<file path="src/rtl/branch_resolver_pkg.sv">
// Shared constants for the branch resolver: word/flag values, FSM encodings
// and the default fall-through increment.
package branch_resolver_pkg;

   localparam logic [31:0] ZeroWord = 32'h0000_0000;
   localparam logic        Enable   = 1'b1;
   localparam logic        Disable  = 1'b0;

   localparam logic [0:0]  StIdle     = 1'b0;
   localparam logic [0:0]  StRedirect = 1'b1;

   localparam int unsigned InstBytesDefault = 4;

endpackage

</file>
<file path="src/rtl/branch_stat_counter.sv">
// Saturating event counter with a single-cycle enable; sticks at all-ones
// until rst clears it.
module branch_stat_counter
   import branch_resolver_pkg::*;
#(
   parameter int unsigned STAT_WIDTH = 32
) (
   input  logic                  clk,
   input  logic                  rst,
   input  logic                  i_en,
   output logic [STAT_WIDTH-1:0] o_count
);

   logic [STAT_WIDTH-1:0] r_count;
   logic                  w_sat;

   assign w_sat   = (r_count == {STAT_WIDTH{Enable}});
   assign o_count = r_count;

   always_ff @(posedge clk or posedge rst) begin
      if (rst) begin
         r_count <= '0;
      end else if (i_en && !w_sat) begin
         r_count <= r_count + 1'b1;
      end
   end

endmodule

</file>
<file path="src/rtl/branch_resolver.sv">
// EX-stage branch resolver: registered BTB update, mispredict flush and a held
// redirect to IF. Statistics counters are built only when BRANCH_STATS_EN is defined.
module branch_resolver
   import branch_resolver_pkg::*;
#(
   parameter int unsigned PC_WIDTH   = 32,
   parameter int unsigned INST_BYTES = InstBytesDefault,
   parameter int unsigned STAT_WIDTH = 32
) (
   input  logic                  clk,
   input  logic                  rst,
   input  logic                  rdy,
   input  logic                  ex_valid,
   input  logic                  ex_is_branch,
   input  logic [PC_WIDTH-1:0]   ex_pc,
   input  logic                  ex_taken,
   input  logic [PC_WIDTH-1:0]   ex_target,
   input  logic                  ex_pred_taken,
   input  logic [PC_WIDTH-1:0]   ex_pred_addr,
   output logic [PC_WIDTH-1:0]   pc_to_btb,
   output logic                  branch_to_btb,
   output logic                  jump_to_btb,
   output logic [PC_WIDTH-1:0]   jump_addr_to_btb,
   output logic                  flush_o,
   output logic                  redirect_to_if,
   output logic [PC_WIDTH-1:0]   redirect_addr_to_if,
   input  logic                  redirect_ack_from_if,
   output logic [STAT_WIDTH-1:0] stat_branches,
   output logic [STAT_WIDTH-1:0] stat_mispredicts
);

   logic [0:0]          r_state;
   logic                r_branch;
   logic                r_jump;
   logic                r_flush;
   logic [PC_WIDTH-1:0] r_pc;
   logic [PC_WIDTH-1:0] r_addr;
   logic [PC_WIDTH-1:0] r_redirect_addr;

   logic                w_resolve;
   logic                w_wrong;
   logic                w_mispredict;
   logic [PC_WIDTH-1:0] w_redirect_pc;

   // Anything in EX while a redirect is pending is wrong-path and never resolves.
   assign w_resolve    = ex_valid & ex_is_branch & rdy & (r_state == StIdle);
   assign w_wrong      = (ex_pred_taken != ex_taken) | (ex_taken & (ex_pred_addr != ex_target));
   assign w_mispredict = w_resolve & w_wrong;
   assign w_redirect_pc = ex_taken ? ex_target : ex_pc + PC_WIDTH'(INST_BYTES);

   always_ff @(posedge clk or posedge rst) begin
      if (rst) begin
         r_state         <= StIdle;
         r_branch        <= Disable;
         r_jump          <= Disable;
         r_flush         <= Disable;
         r_pc            <= '0;
         r_addr          <= '0;
         r_redirect_addr <= '0;
      end else if (rdy) begin
         r_branch <= w_resolve;
         r_flush  <= w_mispredict;
         if (w_resolve) begin
            r_pc   <= ex_pc;
            r_jump <= ex_taken;
            r_addr <= ex_target;
         end
         if (w_mispredict) begin
            r_state         <= StRedirect;
            r_redirect_addr <= w_redirect_pc;
         end else if ((r_state == StRedirect) && redirect_ack_from_if) begin
            r_state <= StIdle;
         end
      end
   end

   assign pc_to_btb           = r_pc;
   assign branch_to_btb       = r_branch;
   assign jump_to_btb         = r_jump;
   assign jump_addr_to_btb    = r_addr;
   assign flush_o             = r_flush;
   assign redirect_to_if      = (r_state == StRedirect);
   assign redirect_addr_to_if = r_redirect_addr;

`ifdef BRANCH_STATS_EN
   branch_stat_counter #(
      .STAT_WIDTH (STAT_WIDTH)
   ) u_stat_branches (
      .clk     (clk),
      .rst     (rst),
      .i_en    (w_resolve),
      .o_count (stat_branches)
   );

   branch_stat_counter #(
      .STAT_WIDTH (STAT_WIDTH)
   ) u_stat_mispredicts (
      .clk     (clk),
      .rst     (rst),
      .i_en    (w_mispredict),
      .o_count (stat_mispredicts)
   );
`else
   assign stat_branches    = '0;
   assign stat_mispredicts = '0;
`endif

endmodule

</file>
<file path="config.mk">
export PLATFORM = sky130hd
export DESIGN_NAME = branch_resolver
export DESIGN_NICKNAME = d
export VERILOG_FILES = /design/src/rtl/branch_resolver_pkg.sv /design/src/rtl/branch_stat_counter.sv /design/src/rtl/branch_resolver.sv
export SDC_FILE = /design/constraint.sdc
export NUM_CORES = 1
export LEC_CHECK = 0
export CAP_MARGIN = 5
export CELL_PAD_IN_SITES_DETAIL_PLACEMENT = 2
export CELL_PAD_IN_SITES_GLOBAL_PLACEMENT = 2
export CORE_ASPECT_RATIO = 1.5
export CORE_MARGIN = 2
export CORE_UTILIZATION = 24
export DETAILED_ROUTE_END_ITERATION = 12
export GPL_TIMING_DRIVEN = 0
export PLACE_DENSITY_LB_ADDON = 0.1
export REMOVE_ABC_BUFFERS = 1
export SLEW_MARGIN = 20
export SYNTH_ARGS = -nofsm -noshare
export SYNTH_HDL_FRONTEND = slang
export SYNTH_SLANG_ARGS = --single-unit
</file>
<file path="constraint.sdc">
create_clock -name clk -period 4.8 [get_ports clk]
set_clock_uncertainty 0.15 [all_clocks]
set_input_delay 0.96 -clock clk [delete_from_list [all_inputs] [get_ports clk]]
set_output_delay 0.96 -clock clk [all_outputs]
set_load 0.01 [all_outputs]
</file>
## Word-level counts from Yosys, hierarchy flattened

Index checks and enable logic that the tools add are counted.

- Output and inout port bits: 164
- Flip-flop bits (word level): 100

- $add $sub $neg: 1
- Bitwise operators: 7
- Mux-type cells: 3
- Equality and inequality tests: 2
- Reductions and logical operators: 5

Operator list:

| operator | count |
|---|---|
| $add A32 B3 Y32 const B | 1 |
| $mux W32 | 1 |
| $ne A32 B32 Y1 | 1 |
| $reduce_and A2 Y1 | 3 |
| $and A1 B1 Y1 | 5 |
| $mux W1 | 2 |
| $reduce_bool A2 Y1 | 1 |
| $logic_and A1 B1 Y1 | 1 |
| $ne A1 B1 Y1 | 1 |
| $not A1 Y1 | 1 |
| $or A1 B1 Y1 | 1 |

## Logic depth before layout (Yosys ltp)

- Depth in word-level cells: 6
- Gate-level depth with buffers: 7

## Worst setup path before layout

No wires, ideal clock.

- Path type: input to register
- Start: input ex_target[24]
- End: register r_redirect_addr[21], in the netlist redirect_addr_to_if[21]
- Library setup time: 0.125 ns
- Path slack: 2.233 ns
- Stages on the path: 7
- Required time: 4.525 ns
- Data arrival time: 2.292 ns
- Path through: xor2_1 -> nor4_1 -> nand4_1 -> nor3_1 -> nor3_2 -> buf_6 -> mux2_2

- Word-level cells in the longest chain between the ends: 5

Ends and longest elaborated chain:

| item | RTL line | source |
|---|---|---|
| from (decl) | branch_resolver.sv:17 | `input logic [PC_WIDTH-1:0] ex_target,` |
| $ne A32 B32 Y1 | branch_resolver.sv:47 | `assign w_wrong = (ex_pred_taken != ex_taken) \| (ex_taken & (ex_pred_addr != ex_target));` |
| $and A1 B1 Y1 | branch_resolver.sv:47 |  |
| $or A1 B1 Y1 | branch_resolver.sv:47 |  |
| $and A1 B1 Y1 | branch_resolver.sv:48 | `assign w_mispredict = w_resolve & w_wrong;` |
| $reduce_and A2 Y1 (no source line) | -- |  |
| to (signal assigned) | branch_resolver.sv:70 | `r_redirect_addr <= w_redirect_pc;` |
| to (decl) | branch_resolver.sv:38 | `logic [PC_WIDTH-1:0] r_redirect_addr;` |

No other way between the ends.
A chain may end at the register's enable or synchronous reset.

## Worst setup path after layout

- Start: input ex_target[24]
- End: register r_redirect_addr[23], in the netlist redirect_addr_to_if[23]

The elaborated chain is that of the path after synthesis.

==> impl_metrics.py <==
metrics = {
    "detailed_routing": {
        "drt-vias-per-instance": 4.32,
        "drt-initial-drc-count": 78,
        "wl_per_cell_um": 19.2,
        "num_vias": 4160,
        "routed_wl_mm": 18.5,
        "final_antenna_net_count": 0,
        "drcViolationCount": 0,
        "first_pass_iters": 3,
    },
    "worst_setup_path": {
        "cp.arrival_ns": 3.67,
        "cp.required_ns": 4.88,
        "start_kind": "primary input",
        "critical_path_class": "primary input to flip-flop",
        "crit_fanout": 10,
        "critPathCaptureType": "flip-flop",
    },
    "run": {
        "maxCapViolations": 0,
    },
    "clock_network": {
        "cts_buffers": 9,
        "cts_max_level": 3,
        "hold_buffers": 0,
        "clock_path_buffers": 2,
        "cts_tree": "yes",
        "clkLatencyLatePin_ns": 0.35,
        "cts_setup_buffers": 0,
        "cts.clk_slew.worst_paths_ns": 0.07,
        "post_cts_resized": 0,
        "cts_root_buffer": "clkbuf_16",
        "cts.sinks": 100,
    },
    "finish": {
        "layout-drive-gt1-share": 0.185,
        "diodes": 0,
        "final_area_um2": 7970,
        "final_cells": 962,
        "nets": 787,
        "mostFrequentLayoutCells": "clkdlybuf4s50_1, dfrtp_1, mux2_2",
        "final_common_cell": "clkdlybuf4s50_1",
        "syn2layout_area_growth_pct": 45.9,
    },
    "logic_synthesis": {
        "mappedNetlistArea_um2": 5460,
        "synth-edff-count": 0,
        "synth_flop_cell": "dfrtp_1",
        "yosys.cell_types.count": 31,
        "synth_seq_area_share": 0.458,
        "synthCells": 475,
        "synthArstFlopShare": 1.00,
        "ys_ff_latch": 100,
        "synth_top_cell_by_area": "dfrtp_1",
        "yosysTopAreaCellShare": 0.458,
        "synth_area_leaders": "dfrtp_1, mux2_2, buf_4",
        "syn_avg_cell_area_um2": 11.5,
        "yosysWarnings": 0,
    },
    "floorplan": {
        "initial_core_util": 0.244,
        "ios": 268,
        "die_area_um2": 24000,
        "rows": 67,
        "fp.dieH_um": 189,
        "core_area_um2": 22400,
        "die-width_um": 127,
    },
    "timing": {
        "tightest_slew_ns": 0.730,
        "relSlewSlack": 0.509,
        "fmax_ghz": 0.279,
        "rsz0062_at_grt": "no",
        "fin_crit_ns": 3.59,
        "setup_viol": 0,
        "final-hold-violation-count": 0,
        "fin_crit_sh": 0.748,
        "finalMaxSlewViolations": 0,
    },
    "grt": {
        "antenna_found_initial": 0,
        "overflow": 0,
        "grt_pass1_wl_mm": 29.0,
        "track_usage": 0.159,
        "first_global_vias": 4707,
        "grt_max_degree": 71,
    },
    "power": {
        "p_per_area_nw_per_um2": 387,
        "p_leak_nw": 3.31,
        "max-vdd-ir-drop_uv": 162,
    },
    "placed_design": {
        "hpwlAfterDp_mm": 15.0,
        "dp_cells": 947,
        "routabilityCongestion": 0.733,
        "dpl_cell_area_um2": 7660,
        "portBuffers": 203,
    },
    "hold_path": {
        "worstHoldPathType": "flip-flop to flip-flop",
    },
    "outcome": {
        "status": "complete, no violations",
    },
}
==> routing by layer <==
metal	global-route usage	part of all wire	vias up
li1	-	-	1913
met1	0.167	0.35	2100
met2	0.317	0.60	138
met3	0.0338	0.047	9
met4	0.0380	0.0096	0
met5	0	0	-
==> registers in the layout (all words and copies together) (netlist names) <==
signal               flops
flush_o                  1
branch_to_btb            1
pc_to_btb               32
redirect_to_if           1
redirect_addr_to_if     32
jump_addr_to_btb        32
jump_to_btb              1
==> stage by stage <==
stage               utilization  power [mW]  TNS, ns  setup slack, ns  hold WS (ns)
global route              0.356        3.27        0             1.06         0.374
finish                    0.356        3.08        0             1.21         0.355
detailed placement        0.342        2.34        0            0.782         0.343
floorplan                     -        1.61   -27.59           -0.863         0.371
CTS                       0.356        3.16        0             1.14         0.360
global placement          0.336        2.30  -336.92            -4.35         0.320
==> synth_stat cells (2+ instances only) <==
cell type  number
a21o_1          2
nand2_1        37
mux2_2         96
and2_1          3
clkbuf_1       11
mux2i_1         9
xor2_1         48
and3_1          4
nor4_1          9
nor3_1          4
buf_6           3
nand3_1        17
nor4_4          2
xnor2_1        11
nor2_1          5
dfrtp_1       100
inv_1           7
o21ai_0        25
nand4_1         7
buf_4          64
==> report_power, final <==
group,total [mW],leakage (nW),switching (mW),internal (mW)
logic,1.11,1.97,0.444,0.662
clock network,0.790,0.142,0.334,0.455
registers,1.19,1.19,0.119,1.07
total,3.08,3.31,0.897,2.19
==> worst paths after layout <==
| kind | from | to | slack [ns] | cells past startpoint |
|---|---|---|---|---|
| worst max-delay path | ex_target[24] | redirect_addr_to_if[23] | 1.21 | 9 |
| worst min-delay path | flush_o | flush_o | 0.36 | 1 |
| worst max register to register | redirect_to_if | redirect_addr_to_if[23] | 2.01 | 7 |
| worst min register to register | flush_o | flush_o | 0.36 | 1 |
| max in group asynchronous | rst | pc_to_btb[28] | 3.00 | 3 |
| min in group asynchronous | rst | jump_to_btb | 0.81 | 2 |
==> area by class of cell <==
type                            instances  area (µm²)
Multi-Input combinational cell        351        2610
Sequential cell                       100        2500
Tap cell                              276         345
Clock buffer                           11         233
Inverter                                7        31.3
Fill cell                            2415       14400
Clock inverter                          4        75.1
Timing Repair Buffer                  213        2170
==> critical path, stage by stage <==
cell	delay (ns)
clkdlybuf4s50_1	0.47
xor2_1	0.19
nor4_1	0.54
nand4_1	0.29
nor3_1	0.44
nor3_4	0.15
buf_8	0.19
buf_6	0.15
mux2_2	0.27
==> logic make-up (layout without fill, tap and decap cells) <==
logic type               Yosys count  after routing  synth area share
AND/OR/NAND/NOR                   94             94            0.0942
adder cells (fa/ha/maj)            1              1           0.00229
other                              1             64          0.000687
flip-flops                       100            100             0.458
buffers and inverters             87            235             0.108
multiplexers                     105            105             0.214
XOR/XNOR                          59             59            0.0946
AO/OA/AOI/OAI                     28             28            0.0273
Note: power is estimated with default switching activity, not from simulation.
